[config.mk]
export PLATFORM = sky130hd
export DESIGN_NAME = rob_nport
export DESIGN_NICKNAME = d
export VERILOG_FILES = /design/src/rtl/rob_pkg.sv /design/src/rtl/rob_commit_sel.sv /design/src/rtl/rob_nport.sv
export SDC_FILE = /design/constraint.sdc
export NUM_CORES = 2
export LEC_CHECK = 0
export ABC_AREA = 0
export BUFFER_PORTS_ARGS = -buffer_cell sky130_fd_sc_hd__buf_2
export CORE_MARGIN = 10
export CORE_UTILIZATION = 57
export DETAILED_ROUTE_END_ITERATION = 12
export PLACE_DENSITY_LB_ADDON = 0.2
export REMOVE_ABC_BUFFERS = 1
export SYNTH_ARGS = -nofsm -noshare
export SYNTH_HDL_FRONTEND = slang
export SYNTH_SLANG_ARGS = --single-unit
[constraint.sdc]
create_clock -name clk -period 17.3 [get_ports clk]
set_input_delay 0 -clock clk [delete_from_list [all_inputs] [get_ports clk]]
set_output_delay 0 -clock clk [all_outputs]
set_load 0.02 [all_outputs]
[src/rtl/rob_pkg.sv]
// rtl/rob_pkg.sv - shared types and default sizing for the N-port reorder buffer
//
// Purpose : default configuration constants and entry/tag types for rob_nport
//           and its commit selector. The ROB_* values are the defaults of the
//           module parameters. rob_entry_t and rob_tag_t describe the default
//           configuration for blocks that exchange ROB entries or tags.
// Ports   : none (package)

package rob_pkg;

   localparam int ROB_DEPTH    = 16;
   localparam int ROB_WB_PORTS = 2;
   localparam int ROB_COMMIT_W = 2;
   localparam int ROB_DATA_W   = 32;
   localparam int ROB_RD_W     = 5;
   localparam int ROB_TAG_W    = $clog2(ROB_DEPTH);

   typedef logic [ROB_TAG_W-1:0] rob_tag_t;

   typedef struct packed {
      logic                  valid;
      logic                  done;
      logic [ROB_RD_W-1:0]   rd;
      logic [ROB_DATA_W-1:0] data;
   } rob_entry_t;

endpackage

[src/rtl/rob_commit_sel.sv]
// rtl/rob_commit_sel.sv - prefix scan of retire-ready entries starting at head
//
// Purpose : combinational. Walks COMMIT_W entries from head (wrapping mod
//           DEPTH) and stops at the first entry that is not ready. The result
//           is a prefix mask, so a younger entry never retires ahead of an
//           older one.
// Ports   : head         in  TAG_W     oldest entry index
//           flush        in  1         suppresses all retirement
//           ready        in  DEPTH     per-entry valid & done
//           commit_valid out COMMIT_W  prefix mask of retiring slots
//           retire_n     out RN_W      popcount of commit_valid

module rob_commit_sel
   import rob_pkg::*;
#(
   parameter int DEPTH    = ROB_DEPTH,
   parameter int COMMIT_W = ROB_COMMIT_W,
   localparam int TAG_W   = $clog2(DEPTH),
   localparam int RN_W    = $clog2(COMMIT_W + 1)
) (
   input  logic [TAG_W-1:0]    head,
   input  logic                flush,
   input  logic [DEPTH-1:0]    ready,
   output logic [COMMIT_W-1:0] commit_valid,
   output logic [RN_W-1:0]     retire_n
);

   logic             run;
   logic [TAG_W-1:0] idx;

   always_comb begin
      run          = ~flush;
      idx          = '0;
      commit_valid = '0;
      retire_n     = '0;
      for (int k = 0; k < COMMIT_W; k++) begin
         idx             = head + TAG_W'(k);
         // once one entry is not ready, every younger slot stays clear
         run             = run & ready[idx];
         commit_valid[k] = run;
         if (run)
            retire_n = retire_n + RN_W'(1);
      end
   end

endmodule

[src/rtl/rob_nport.sv]
// rtl/rob_nport.sv - parametrised reorder buffer, N writeback ports, up to COMMIT_W retires/cycle
//
// Purpose : in-order allocate, out-of-order writeback capture, in-order retire.
//           full/empty come from count, not pointer equality, so a completely
//           full buffer is unambiguous.
// Config  : `define ROB_WB_BYPASS_EN lets a writeback hit retire in the same
//           cycle, with data taken from the writeback channel. Without it only
//           registered done/data feed retirement (earliest retire is one cycle
//           after writeback).
// Ports   : clk, rst (async, active-high), flush
//           alloc_valid/alloc_rd in, alloc_ready/alloc_tag out
//           wb_valid[WB_PORTS], wb_tag[WB_PORTS*TAG_W], wb_data[WB_PORTS*DATA_W] in
//           commit_valid/rd/data/tag out (slot 0 = oldest), count, empty, full out

module rob_nport
   import rob_pkg::*;
#(
   parameter int DEPTH    = ROB_DEPTH,
   parameter int WB_PORTS = ROB_WB_PORTS,
   parameter int COMMIT_W = ROB_COMMIT_W,
   parameter int DATA_W   = ROB_DATA_W,
   parameter int RD_W     = ROB_RD_W,
   localparam int TAG_W   = $clog2(DEPTH)
) (
   input  logic                         clk,
   input  logic                         rst,
   input  logic                         flush,
   input  logic                         alloc_valid,
   input  logic [RD_W-1:0]              alloc_rd,
   output logic                         alloc_ready,
   output logic [TAG_W-1:0]             alloc_tag,
   input  logic [WB_PORTS-1:0]          wb_valid,
   input  logic [WB_PORTS*TAG_W-1:0]    wb_tag,
   input  logic [WB_PORTS*DATA_W-1:0]   wb_data,
   output logic [COMMIT_W-1:0]          commit_valid,
   output logic [COMMIT_W*RD_W-1:0]     commit_rd,
   output logic [COMMIT_W*DATA_W-1:0]   commit_data,
   output logic [COMMIT_W*TAG_W-1:0]    commit_tag,
   output logic [TAG_W:0]               count,
   output logic                         empty,
   output logic                         full
);

   localparam int CNT_W = TAG_W + 1;
   localparam int RN_W  = $clog2(COMMIT_W + 1);

   typedef struct packed {
      logic              valid;
      logic              done;
      logic [RD_W-1:0]   rd;
      logic [DATA_W-1:0] data;
   } entry_t;

   entry_t            ent [DEPTH];
   logic [TAG_W-1:0]  head;
   logic [TAG_W-1:0]  tail;

   logic [DEPTH-1:0]  wb_hit;
   logic [DATA_W-1:0] wb_dat  [DEPTH];
   logic [TAG_W-1:0]  wb_t;
   logic [DEPTH-1:0]  ready;
   logic [TAG_W-1:0]  slot_idx [COMMIT_W];
   logic [RN_W-1:0]   retire_n;
   logic              alloc_fire;

   assign full        = (count == CNT_W'(DEPTH));
   assign empty       = (count == '0);
   assign alloc_ready = ~full;
   assign alloc_tag   = tail;
   assign alloc_fire  = alloc_valid & alloc_ready;

   // Resolve writeback channels per entry. Scanning from the highest channel
   // down lets the lowest-numbered channel overwrite, so it wins on a tag clash.
   always_comb begin
      wb_hit = '0;
      wb_t   = '0;
      for (int e = 0; e < DEPTH; e++)
         wb_dat[e] = '0;
      for (int i = WB_PORTS - 1; i >= 0; i--) begin
         if (wb_valid[i]) begin
            wb_t         = wb_tag[i*TAG_W +: TAG_W];
            wb_hit[wb_t] = 1'b1;
            wb_dat[wb_t] = wb_data[i*DATA_W +: DATA_W];
         end
      end
   end

   always_comb begin
      for (int e = 0; e < DEPTH; e++) begin
`ifdef ROB_WB_BYPASS_EN
         ready[e] = ent[e].valid & (ent[e].done | wb_hit[e]);
`else
         ready[e] = ent[e].valid & ent[e].done;
`endif
      end
   end

   rob_commit_sel #(
      .DEPTH    (DEPTH),
      .COMMIT_W (COMMIT_W)
   ) u_commit_sel (
      .head         (head),
      .flush        (flush),
      .ready        (ready),
      .commit_valid (commit_valid),
      .retire_n     (retire_n)
   );

   // Commit payload is zeroed on idle slots so downstream never sees stale data.
   always_comb begin
      commit_rd   = '0;
      commit_data = '0;
      commit_tag  = '0;
      for (int k = 0; k < COMMIT_W; k++) begin
         slot_idx[k] = head + TAG_W'(k);
         if (commit_valid[k]) begin
            commit_rd[k*RD_W +: RD_W]    = ent[slot_idx[k]].rd;
            commit_tag[k*TAG_W +: TAG_W] = slot_idx[k];
`ifdef ROB_WB_BYPASS_EN
            commit_data[k*DATA_W +: DATA_W] = wb_hit[slot_idx[k]] ? wb_dat[slot_idx[k]]
                                                                  : ent[slot_idx[k]].data;
`else
            commit_data[k*DATA_W +: DATA_W] = ent[slot_idx[k]].data;
`endif
         end
      end
   end

   // Update order inside the edge: writeback, then allocate, then retire-clear.
   // Allocate only targets a free slot, so it never collides with a retiring one.
   always_ff @(posedge clk or posedge rst) begin
      if (rst) begin
         head  <= '0;
         tail  <= '0;
         count <= '0;
         for (int e = 0; e < DEPTH; e++)
            ent[e] <= '0;
      end else if (flush) begin
         head  <= '0;
         tail  <= '0;
         count <= '0;
         for (int e = 0; e < DEPTH; e++) begin
            ent[e].valid <= 1'b0;
            ent[e].done  <= 1'b0;
         end
      end else begin
         for (int e = 0; e < DEPTH; e++) begin
            if (wb_hit[e] && ent[e].valid) begin
               ent[e].done <= 1'b1;
               ent[e].data <= wb_dat[e];
            end
         end
         if (alloc_fire) begin
            ent[tail].valid <= 1'b1;
            ent[tail].done  <= 1'b0;
            ent[tail].rd    <= alloc_rd;
         end
         for (int k = 0; k < COMMIT_W; k++) begin
            if (commit_valid[k]) begin
               ent[slot_idx[k]].valid <= 1'b0;
               ent[slot_idx[k]].done  <= 1'b0;
            end
         end
         head  <= head + TAG_W'(retire_n);
         tail  <= tail + TAG_W'(alloc_fire);
         count <= count + CNT_W'(alloc_fire) - CNT_W'(retire_n);
      end
   end

endmodule

== Word-level counts from Yosys, hierarchy flattened ==
Index checks and enable logic that the tools add are counted.

* Input port bits: 83
* Flip-flop bits (word level): 637
* Word-level logic and storage cells: 282

* Magnitude comparators: 16
* Mux-type cells: 140
* Add/sub/neg operators: 6
* Equality and inequality tests: 1
* Reductions and logical operators: 24
* Bitwise gates (word level): 28

{| class="wikitable"
|+ Operator list
! operator !! number
|-
| $bwmux 624 || 7
|-
| $mux 624 || 5
|-
| $mux 32 || 36
|-
| $demux 39 s4 || 7
|-
| $mux 512 || 2
|-
| $and 512x512->512 || 1
|-
| $bwmux 512 || 1
|-
| $bmux 39 s4 || 2
|-
| $demux 32 s4 || 2
|-
| $mux 37 || 5
|-
| $mux 39 || 3
|-
| $mux 38 || 3
|-
| $mux 1 || 37
|-
| $mux 2 || 17
|-
| $mux 16 || 2
|-
| $ge 5x5->1 const B || 5
|-
| $lt 5x1->1 const B || 5
|-
| $not 4->5 || 5
|-
| $logic_and 1x1->1 || 23
|-
| $lt 4x5->1 const B || 4
|-
| $and 1x1->1 || 19
|-
| $mux 4 || 4
|-
| $or 16x16->16 || 1
|-
| $mux 5 || 3
|-
| other kinds (12) || 16
|}

== Logic depth before layout (Yosys ltp) ==
* Depth after elaboration: 24
* Depth in mapped cells: 22
* Mapped depth without buffers: 17

== Hierarchy ==
From an unflattened synthesis, not the netlist that was laid out.

* Cells, all modules: 3,043
* Area total of the unflattened synthesis: 40,691.5 um^2

{| class="wikitable"
|+ Modules (own cells, without submodules)
! module !! area an instance (um^2) !! times used !! cells an instance
|-
| rob_nport || 40,334.9 || 1 || 3,009
|-
| rob_commit_sel || 356.6 || 1 || 34
|}

== Least setup slack after synthesis ==
Ideal clock, no wire load.

* Kind: flip-flop to flip-flop
* From: register head[1]
* To: register count[4]
* Period minus slack after synthesis: 4.099 ns
* Setup time: 0.078 ns
* Arrival: 4.021 ns
* Cell stages (with the launch flop): 22
* Path slack: 13.201 ns
* Cells stage by stage: dfrtp_1 > buf_4 > inv_2 > ha_1 > buf_2 > or4bb_1 > nand4_1 > mux2i_1 > a221o_1 > buf_2 > buf_1 > and2_1 > ha_1 > inv_1 > ha_1 > inv_1 > fa_1 > inv_1 > a21oi_1 > nor2_1 > or3_1 > a21oi_1

* Word-level cells in the longest chain between the ends: 8

{| class="wikitable"
|+ RTL lines
! element !! RTL line !! RTL
|-
| start: declaration || rob_nport.sv:55 || <nowiki>logic [TAG_W-1:0] head;</nowiki>
|-
| start signal: assignment || rob_nport.sv:164 || <nowiki>head <= head + TAG_W'(retire_n);</nowiki>
|-
| parallel branches: the longest is 5 deep, another holds $add 4x1->4 || n/a ||
|-
| $mux 2 (*) || rob_commit_sel.sv:41 || <nowiki>if (run)</nowiki>
|-
| $sub 5x2->5 (*) || rob_nport.sv:166 || <nowiki>count <= count + CNT_W'(alloc_fire) - CNT_W'(retire_n);</nowiki>
|-
| $mux 5 (*) || rob_nport.sv:138 || <nowiki>end else if (flush) begin</nowiki>
|-
| end signal: assignment || rob_nport.sv:166 ||
|-
| end: declaration || rob_nport.sv:39 || <nowiki>output logic [TAG_W:0] count,</nowiki>
|}

Mark *: on every way between the ends. The select of a mux whose other input is x is not followed.
A chain may end at the register's enable or synchronous reset.

== Worst setup path in the final report ==
* From: register head[1]
* To: output commit_data[63]

* Word-level cells in the longest chain between the ends: 6

{| class="wikitable"
|+ RTL lines
! element !! RTL line !! RTL
|-
| $add 4x1->4 || rob_commit_sel.sv:37, rob_nport.sv:115 ||
|-
| $not 4->5 (implied by the code) || rob_nport.sv:123 || <nowiki>commit_data[k*DATA_W +: DATA_W] = ent[slot_idx[k]].data;</nowiki>
|-
| $bmux 39 s4 || rob_nport.sv:123 ||
|-
| $mux 37 (implied by the code) (2 in series) || rob_nport.sv:123 ||
|-
| $mux 32 (*) || rob_nport.sv:116 || <nowiki>if (commit_valid[k]) begin</nowiki>
|-
| end: declaration || rob_nport.sv:37 || <nowiki>output logic [COMMIT_W*DATA_W-1:0] commit_data,</nowiki>
|}

Every way passes the cells marked *; elsewhere a longest branch is shown, timed or not. The select of a mux whose other input is x is not followed.

==> results.py <==
metrics = {
    "outcome": {
        "status": "completed",
    },
    "routing": {
        "drc": 0,
        "wl_mm": 133,
        "viasPerCell": 6.95,
        "first_iter_violations": 3893,
        "vias": 32100,
        "antenna_left": 0,
        "wire_per_inst_microns": 28.8,
        "drtPass1Iterations": 8,
    },
    "yosys": {
        "synth_seq_cells": 637,
        "synth-edff-count": 0,
        "avgSynthCellArea_sq_um": 11.1,
        "syn-cell-area_sq_mm": 0.0396,
        "synth_ff_type": "dfrtp_1",
        "ys_types": 58,
        "async_flop_share": 1.00,
        "ys_warn_count": 0,
        "synth.yosys.seq_area_share": 0.402,
        "syn_inst": 3577,
    },
    "grt": {
        "grt_pass1_vias": 33000,
        "gr-total-overflow": 0,
        "grt.total_usage": 0.325,
        "antenna_found_initial": 5,
        "grt_pass1_wl_mm": 203,
        "grt_max_degree": 151,
    },
    "worst_setup_path": {
        "worstSetupPathType": "register to primary output",
        "critPathRequiredTime_ns": 17.30,
        "cp.arrival_ns": 6.37,
        "end_kind": "primary output",
        "cp-start-kind": "register",
        "r2r_slack_ns": 11.40,
        "path_max_fanout": 60,
    },
    "cts": {
        "root_buffer": "clkbuf_16",
        "clkSinkCount": 637,
        "clockBufferDepth": 3,
        "clk_pin_slew_ns": 0.06,
        "cts_tree": "built",
        "cts_buffers": 73,
        "cts_resized": 0,
        "clock_latency_ns": 0.63,
        "cts_max_level": 3,
    },
    "finish": {
        "drive_above_1_share": 0.232,
        "layout.nets": 3736,
        "area_growth_pct": 12.2,
        "final_util": 0.647,
        "final_area_sq_mm": 0.0444,
        "final_cell_mix": "dfrtp_1 (633), nor2_1 (554), mux2i_1 (521)",
        "final_common_cell": "dfrtp_1",
        "nFillCells": 5274,
        "seq_area_sq_mm": 0.0160,
        "multi_input_area_sq_mm": 0.0223,
    },
    "sta": {
        "slew_headroom": 0.110,
        "period_needed_ns": 6.37,
        "max_clock_freq_ghz": 0.157,
        "hold_violations": 0,
        "worst_pin_slew_ns": 1.33,
        "setup_viol": 0,
        "finClkSkew_ns": 0.0261,
        "drv_slew": 0,
        "rsz0062_at_grt": "no",
        "final.period_utilization": 0.368,
        "whs_ns": 0.0416,
        "setup_slack_ns": 10.93,
    },
    "floorplan": {
        "dieHeight_microns": 284,
        "die-area_sq_mm": 0.0804,
        "core-area_sq_mm": 0.0687,
        "core.rowCount": 96,
        "fp.dieW_microns": 284,
        "io_pins": 179,
        "initial_core_util": 0.576,
    },
    "place": {
        "post_dp_cell_area_sq_mm": 0.0409,
        "pre_cts_ws_ns": 11.38,
        "dp_hpwl_mm": 73.8,
        "gp_congestion": 0.908,
        "numPortBuffers": 178,
    },
    "power": {
        "p_sw_mw": 1.00,
        "powerDensity_mw_per_mm2": 85.9,
        "worst_ir_drop_vdd_uv": 66.5,
        "p_seq_frac": 0.440,
        "switching_share": 0.262,
        "p_int_mw": 2.82,
        "leakage_nw": 19.6,
        "p_clk_frac": 0.422,
        "combPwrFrac": 0.137,
    },
    "min_path": {
        "hold_class": "input pin to register",
    },
    "run": {
        "maxCapViolCount": 0,
    },
}
cell usage after synthesis (5+ instances only):
master	n	area share
a211oi_2	6	0.0019
and2_1	58	0.0092
nand2_1	162	0.015
nor3b_1	8	0.0015
xor2_1	5	0.0011
buf_2	50	0.0063
buf_1	29	0.0027
inv_1	21	0.0020
a311oi_1	9	0.0020
a21oi_1	507	0.064
a2111oi_2	28	0.011
nor2b_1	19	0.0030
o211ai_1	12	0.0023
nand3_1	19	0.0024
nor2_1	562	0.053
a2111oi_1	5	0.0013
buf_4	24	0.0045
mux4_2	338	0.19
mux2i_1	521	0.13
a31oi_1	57	0.0090
ha_1	17	0.0054
clkbuf_1	258	0.024
mux2_2	80	0.023
nor3_1	13	0.0016
o21ai_0	13	0.0016
a21o_1	5	0.00095
and3_1	46	0.0073
dfrtp_1	637	0.40
and3b_1	5	0.0011
a22oi_1	5	0.00095
layer usage:
| layer | global-route usage | vias up | wire, microns |
|---|---|---|---|
| li1 | - | 13300 | - |
| met1 | 0.429 | 16300 | 49200 |
| met2 | 0.508 | 2125 | 61200 |
| met3 | 0.0790 | 448 | 16100 |
| met4 | 0.142 | 4 | 6430 |
| met5 | 0 | - | 22 |
metrics by stage:
step	setup TNS, ns	std cells	power, mW
after floorplan	-412.45	3216	2.04
after global placement	0	4385	2.17
after detailed placement	0	4385	2.20
after CTS	0	4618	3.82
after global routing	0	4620	3.95
final	0	4622	3.82
cell type report:
type / instances / area share
multi-input cells: 2555 / 0.503
flip-flops and latches: 637 / 0.359
repair buffers: 343 / 0.0541
clock buffers: 106 / 0.0482
well taps: 931 / 0.0262
clock inverters: 22 / 0.00693
inverters: 24 / 0.00222
diodes: 4 / 0.000225
cells by family after synthesis:
family / after synthesis / synth area share
DFF: 637 / 0.402
buffers and inverters: 385 / 0.0404
muxes: 940 / 0.347
AOI/OAI and AO/OA: 667 / 0.101
and+or+nand+nor: 918 / 0.100
adders and majority gates: 19 / 0.00638
xor gates and xnor gates: 11 / 0.00281
worst max-delay path, stage by stage, from the launching register on:
cell and delay [ns]:
dfrtp_4 0.91, inv_2 0.28, ha_4 0.83, buf_4 0.94
nand4_1 0.21, nand4_1 0.18, mux2i_1 0.09, a221o_4 0.56
buf_4 0.42, a2111oi_1 0.96, buf_2 0.32
power groups by stage:
| stage | clock network, mW | logic (mW) | registers (mW) |
|---|---|---|---|
| after floorplan | 0 | 0.355 | 1.68 |
| after global placement | 0 | 0.481 | 1.69 |
| after detailed placement | 0 | 0.500 | 1.70 |
| after CTS | 1.62 | 0.520 | 1.68 |
| after global routing | 1.69 | 0.570 | 1.69 |
| final | 1.61 | 0.524 | 1.68 |
path summary, 6_finish.rpt:
kind,depth (start not counted),endpoint,startpoint
worst max-delay path,10,commit_data[63],head[1]
worst min-delay path,5,ent[37],wb_tag[6]
worst max register to register,18,count[4],head[1]
worst min register to register,1,register,register
max in group asynchronous,6,async pin,rst
min in group asynchronous,3,async pin,rst
repair_timing:
action	in CTS	in global routing
hold endpoints to repair	753	0
hold buffers	105	0
buffers inserted	0	0
No activity file was read; power rests on OpenSTA's default activity.
